File: src/rtl/mult_acc.sv
// ============================================================================
//  Module      : mult_acc
//  Description : Sequential unsigned multiply-accumulate, N = Q*D + R.
//                Shift-and-add, one multiplicand bit per clock, LSB first.
//                Optional remainder check (rem_ok) when MULT_ACC_CHECK_EN
//                is defined.
//  Revision    : 1.0 - initial release
// ============================================================================
`default_nettype none

module mult_acc #(
  parameter int W = 8
) (
  input  logic           CLK,
  input  logic           reset,
  input  logic           start,
  input  logic [W-1:0]   Q,
  input  logic [W-1:0]   D,
  input  logic [W-1:0]   R,
  output logic           idle,
  output logic           finish,
  output logic [2*W-1:0] N
`ifdef MULT_ACC_CHECK_EN
  ,
  output logic           rem_ok
`endif
);

  // Counter is wide enough to index every multiplicand bit.
  localparam int CW = (W > 1) ? $clog2(W) : 1;
  localparam logic [CW-1:0] C_LAST = CW'(W - 1);

  typedef enum logic [1:0] {
    S_IDLE = 2'd0,
    S_RUN  = 2'd1,
    S_DONE = 2'd2
  } state_t;

  state_t         r_state;
  state_t         w_next;
  logic [W-1:0]   r_q;
  logic [W-1:0]   r_d;
  logic [2*W-1:0] r_acc;
  logic [CW-1:0]  r_cnt;
  logic [2*W-1:0] r_n;
  logic           w_accept;
  logic           w_last;
  logic [2*W-1:0] w_addend;
  logic [2*W-1:0] w_sum;
`ifdef MULT_ACC_CHECK_EN
  logic [W-1:0]   r_r;
  logic           r_rem_ok;
`endif

  assign w_accept = (r_state == S_IDLE) && start;
  assign w_last   = (r_state == S_RUN) && (r_cnt == C_LAST);

  // Partial product for the current multiplicand bit; the sum never
  // exceeds 2W bits because (2^W-1)^2 + (2^W-1) < 2^(2W).
  assign w_addend = r_q[r_cnt] ? ({{W{1'b0}}, r_d} << r_cnt) : '0;
  assign w_sum    = r_acc + w_addend;

  // State register.
  always_ff @(posedge CLK or negedge reset) begin
    if (!reset) r_state <= S_IDLE;
    else        r_state <= w_next;
  end

  // Next-state logic: RUN lasts exactly W edges, DONE exactly one.
  always_comb begin
    w_next = r_state;
    case (r_state)
      S_IDLE:  if (start) w_next = S_RUN;
      S_RUN:   if (r_cnt == C_LAST) w_next = S_DONE;
      S_DONE:  w_next = S_IDLE;
      default: w_next = S_IDLE;
    endcase
  end

  // Datapath: latch operands on accept, accumulate during RUN, publish
  // the result only on the final RUN edge so N never shows partial sums.
  always_ff @(posedge CLK or negedge reset) begin
    if (!reset) begin
      r_q      <= '0;
      r_d      <= '0;
      r_acc    <= '0;
      r_cnt    <= '0;
      r_n      <= '0;
`ifdef MULT_ACC_CHECK_EN
      r_r      <= '0;
      r_rem_ok <= 1'b0;
`endif
    end else if (w_accept) begin
      r_q   <= Q;
      r_d   <= D;
      r_acc <= {{W{1'b0}}, R};
      r_cnt <= '0;
`ifdef MULT_ACC_CHECK_EN
      r_r   <= R;
`endif
    end else if (r_state == S_RUN) begin
      r_acc <= w_sum;
      r_cnt <= r_cnt + CW'(1);
      if (w_last) begin
        r_n      <= w_sum;
`ifdef MULT_ACC_CHECK_EN
        r_rem_ok <= (r_r < r_d);
`endif
      end
    end
  end

  assign idle   = (r_state == S_IDLE);
  assign finish = (r_state == S_DONE);
  assign N      = r_n;
`ifdef MULT_ACC_CHECK_EN
  assign rem_ok = r_rem_ok;
`endif

endmodule

`default_nettype wire

File: config.mk
export PLATFORM = sky130hd
export DESIGN_NAME = mult_acc
export DESIGN_NICKNAME = d
export VERILOG_FILES = /design/src/rtl/mult_acc.sv
export SDC_FILE = /design/constraint.sdc
export NUM_CORES = 1
export LEC_CHECK = 0
export BUFFER_PORTS_ARGS = -buffer_cell sky130_fd_sc_hd__buf_2
export CORE_MARGIN = 2
export CORE_UTILIZATION = 58
export CTS_CLUSTER_SIZE = 30
export DETAILED_ROUTE_END_ITERATION = 6
export GPL_ROUTABILITY_DRIVEN = 0
export PLACE_DENSITY = 0.81
export SYNTH_ARGS = -nofsm -noshare
export SYNTH_HDL_FRONTEND = slang
export SYNTH_SLANG_ARGS = --single-unit
export TNS_END_PERCENT = 100
File: constraint.sdc
create_clock -name CLK -period 3.57 [get_ports CLK]
set_input_delay 0.714 -clock CLK [delete_from_list [all_inputs] [get_ports CLK]]
set_output_delay 0.714 -clock CLK [all_outputs]
set_load 0.05 [all_outputs]
==> key figures <==
Timing
  – Sum Neg Setup Slack: 0 ns
  – Unrepaired setup endpoints after global routing: no
  – Final setup skew: a little over 0.004 ns
  – Final hold violations: 0
  – Slew Limit Fails: 0
  – Final Critical Period: approximately 3.2 ns
  – Hold_ws: roughly 0.36 ns
  – Fmax: 311 MHz
  – Relative slew slack: just under 30%
  – Final Setup Violations: 0
  – Fin crit share: between 90% and 100%
  – Worst-margin pin slew: roughly 1.1 ns

Pwr
  – Sw power: 1.92 mW
  – Seq pwr share: between 20% and 30%
  – P_int: between 1.5 and 2 mW
  – Pwr dens: 1070 mW/mm^2
  – Comb power frac: between 60% and 70%
  – Sw frac: 50.9%
  – Worst VDD drop: ~0.42 mV
  – Leakage power: ~1.7 nW
  – Clock power frac: 8.8%

Clocking
  – Hold-fix buffer count after cts: 0
  – Skew-Pair Late Insertion Delay: around 0.31 ns
  – CTS Sinks: between 50 and 60
  – CTS Buf Count: 5
  – Clock root buffer: clkbuf_8
  – Post CTS Setup Buffer Count: 0
  – Clock Tree Buf Depth: 2
  – Clock transition at path regs: 0.09 ns
  – Post-CTS Resized: 0
  – H-tree depth: 2
  – CTS tree: yes

Drt
  – Wirelength, routed: 6890 um
  – DRC viols: 0
  – Vias per cell: approximately 5.6
  – Drt first pass iters: 5
  – Via count: roughly 2700
  – Routed WL per cell: between 10 and 15 um
  – DR iter-0 viols: 250
  – Post-route antenna net violation count: 0

Min path
  – Hold crit path type: input port to async pin

Yosys
  – Synth warn: 0
  – Syn Nets: between 400 and 500
  – Top-area cell type share of the netlist area: approximately two fifths
  – Mean Syn Cell Area: around 8.5 um^2
  – EDFF count, synth: 0
  – Syn Inst Count: roughly 380
  – Main synth FF type: dfrtp_1
  – Synth area leaders: dfrtp_1, nand2_1, ha_1, o21ai_0, a21oi_1
  – Seq/Total Area, Yosys: 41.5%
  – Netlist cell types: 42
  – Synthesized area: around 0.0032 mm^2
  – FFs w/ async S/R, synth: between 90% and 100%
  – Yosys top cell by area: dfrtp_1
  – FF+latch count, synth: 53

Place
  – Port Buf Inserts: 44
  – Placed Cells: between 400 and 500
  – Dpl hpwl: between 5000 and 6000 um

GRT
  – Vias in the first global route: about 2500
  – First-pass GRT wire length: 12100 um
  – GR Overflow Total: 0
  – GRT Util Overall: 25.1%
  – Largest net degree at the start of global routing: 31
  – Antenna violations before repair: 0

Layout
  – Reg area: ~0.0013 mm^2
  – Share of cells above drive strength 1: around 17%
  – Area Growth Syn to Fin: 10.2%
  – Final #Nets: approximately 450
  – Final Non-Filler Cells: ~480
  – Area of the multi-input gates: roughly 0.0018 mm^2
  – Fill cells: 456
  – # diodes: 0
  – Core Util, Final: 65.3%

Setup path
  – Max incr delay on CP: about 0.52 ns
  – Worst EP arrival: 3.39 ns
  – Worst EP required: roughly 3.7 ns
  – Cell Chain, Critical Path: mux4_2 > nand2_1 > and2_1 > nor2_1 > ha_1 > a211o_1 > a31oi_2 > nor3_1 > a211oi_2 > mux2i_1 > o21ai_1
  – Critical setup path kind: flop to flop
  – Critical Path Sink Type: flop
  – Startpoint types: flop
  – Buf+Inv Stages, Crit Path: 0
  – Top delay family on crit path: compound AO/OA/AOI/OAI gates
  – Worst path slowest cell: mux4_2
  – Crit path max fanout: 7

Die
  – Initial Util: between 50% and 60%
  – CORE AREA: around 0.0054 mm^2
  – Num rows: 27
  – DIE HEIGHT: around 78 um
  – # IOs: 45
  – Die area: 0.00613 mm^2
  – Horiz. Die Dim: about 78 um

Job
  – Total of max-cap violations: 0

Status
  – Status: finished clean
## path summary, 6_finish.rpt
check / start / endpoint / slack [ns] / depth (start not counted)
hold / removal: reset / N[4]$_DFFE_PN0P_ / 0.36 / 1
setup / recovery: r_cnt[0]$_DFFE_PN0P_ / r_acc[12]$_DFFE_PN0P_ / 0.35 / 11
setup reg to reg: r_cnt[0]$_DFFE_PN0P_ / r_acc[12]$_DFFE_PN0P_ / 0.35 / 11
hold reg to reg: N[7]$_DFFE_PN0P_ / N[7]$_DFFE_PN0P_ / 0.48 / 2
min in group CLK: N[7]$_DFFE_PN0P_ / N[7]$_DFFE_PN0P_ / 0.48 / 2
max in group asynchronous: reset / r_d[1]$_DFFE_PN0P_ / 2.44 / 2
## layout by cell type, fill, tap and decap left out, types with 2 or more instances in the layout
cell	netlist	layout
o21a_1	4	4
ha_1	17	17
nand2b_1	2	2
buf_4	1	5
xnor2_1	3	3
nor3_1	11	11
o211ai_1	3	3
a22oi_1	7	7
o21ai_0	27	27
nand4_1	3	3
mux2i_1	9	9
nand3_1	11	11
o2111ai_1	2	2
o21ai_1	2	2
nor2_1	32	32
mux2_2	5	5
nand2_1	90	90
a21oi_1	24	24
inv_1	3	3
a31oi_1	4	4
a21o_1	3	3
o31ai_1	6	6
xor2_1	7	7
nor2b_1	7	7
mux4_2	2	2
buf_2	7	44
clkbuf_8	0	5
and2_1	2	2
and3_1	3	3
dfrtp_1	53	53
clkinv_2	0	2
## layer usage
metal / vias up / wire, um / track usage, %
met5: - / 0 / 0
met4: 0 / 170 / 9.65
met3: 13 / 376 / 4.60
met2: 83 / 3150 / 39.1
met1: 1231 / 3200 / 35.0
li1: 1369 / - / -
## sequential cells by signal, indices dropped and copies added, names as in the netlist
signal   cells
r_q          8
r_state      2
r_cnt        3
r_acc       16
r_d          8
N           16
## through the flow
| step | instance area [um^2] | setup WS [ns] | power [mW] |
|---|---|---|---|
| 6_report | 3530 | 0.350 | 3.77 |
| 4_1_cts | 3530 | 0.354 | 3.77 |
| 2_1_floorplan | 3200 | 0.565 | 2.98 |
| 3_5_place_dp | 3440 | 0.385 | 3.44 |
| 5_1_grt | 3530 | 0.0766 | 4.14 |
| 3_3_place_gp | 3440 | 0.493 | 3.37 |
## worst register-to-register path: cells and delay by family, from the launching register on
family / cells / cell delay [ns]
compound gates: 4 / 0.87
fa+ha+maj: 1 / 0.38
flops: 1 / 0.43
mux: 2 / 0.79
simple gates: 4 / 0.60
## area by class of cell
| type | count | area share, % |
|---|---|---|
| Clock buffer | 5 | 1.95 |
| Clock inverter | 3 | 0.497 |
| Inverter | 3 | 0.319 |
| Multi-Input combinational cell | 296 | 49.8 |
| Sequential cell | 53 | 37.6 |
| Tap cell | 72 | 2.55 |
| Timing Repair Buffer | 49 | 7.31 |
## cell families (layout without fill, tap and decap cells)
kind of cell / count (synthesis) / count (layout) / synth area share [%]
fa+ha+maj: 18 / 18 / 7.27
flops: 53 / 53 / 41.5
compound gates: 88 / 88 / 17.1
buf+inv: 26 / 60 / 3.68
mux: 16 / 16 / 5.98
xor+xnor: 10 / 10 / 2.74
simple gates: 164 / 164 / 21.8
## synthesized netlist by cell type, drive strengths merged (2+ instances only)
cell type,instances
a21oi,24
xor2,7
nor2,32
o31ai,6
nand4,3
mux2i,9
nand2b,2
dfrtp,53
inv,3
a211oi,2
o211ai,3
nor2b,7
nand2,90
mux2,5
mux4,2
ha,17
and3,3
o2111ai,2
nor3,11
buf,12
o21ai,29
clkbuf,11
a21o,4
o21a,4
a22oi,7
a31oi,5
nand3,11
and2,2
xnor2,3
## power by group through the flow
| stage | registers [mW] | clock network (mW) | logic, mW |
|---|---|---|---|
| floorplan | 1.35 | 0 | 1.63 |
| global placement | 1.10 | 0 | 2.27 |
| detailed placement | 1.11 | 0 | 2.33 |
| CTS | 1.10 | 0.343 | 2.33 |
| global route | 1.14 | 0.370 | 2.63 |
| finish | 1.10 | 0.333 | 2.34 |
No activity file was read; power rests on OpenSTA's default activity.
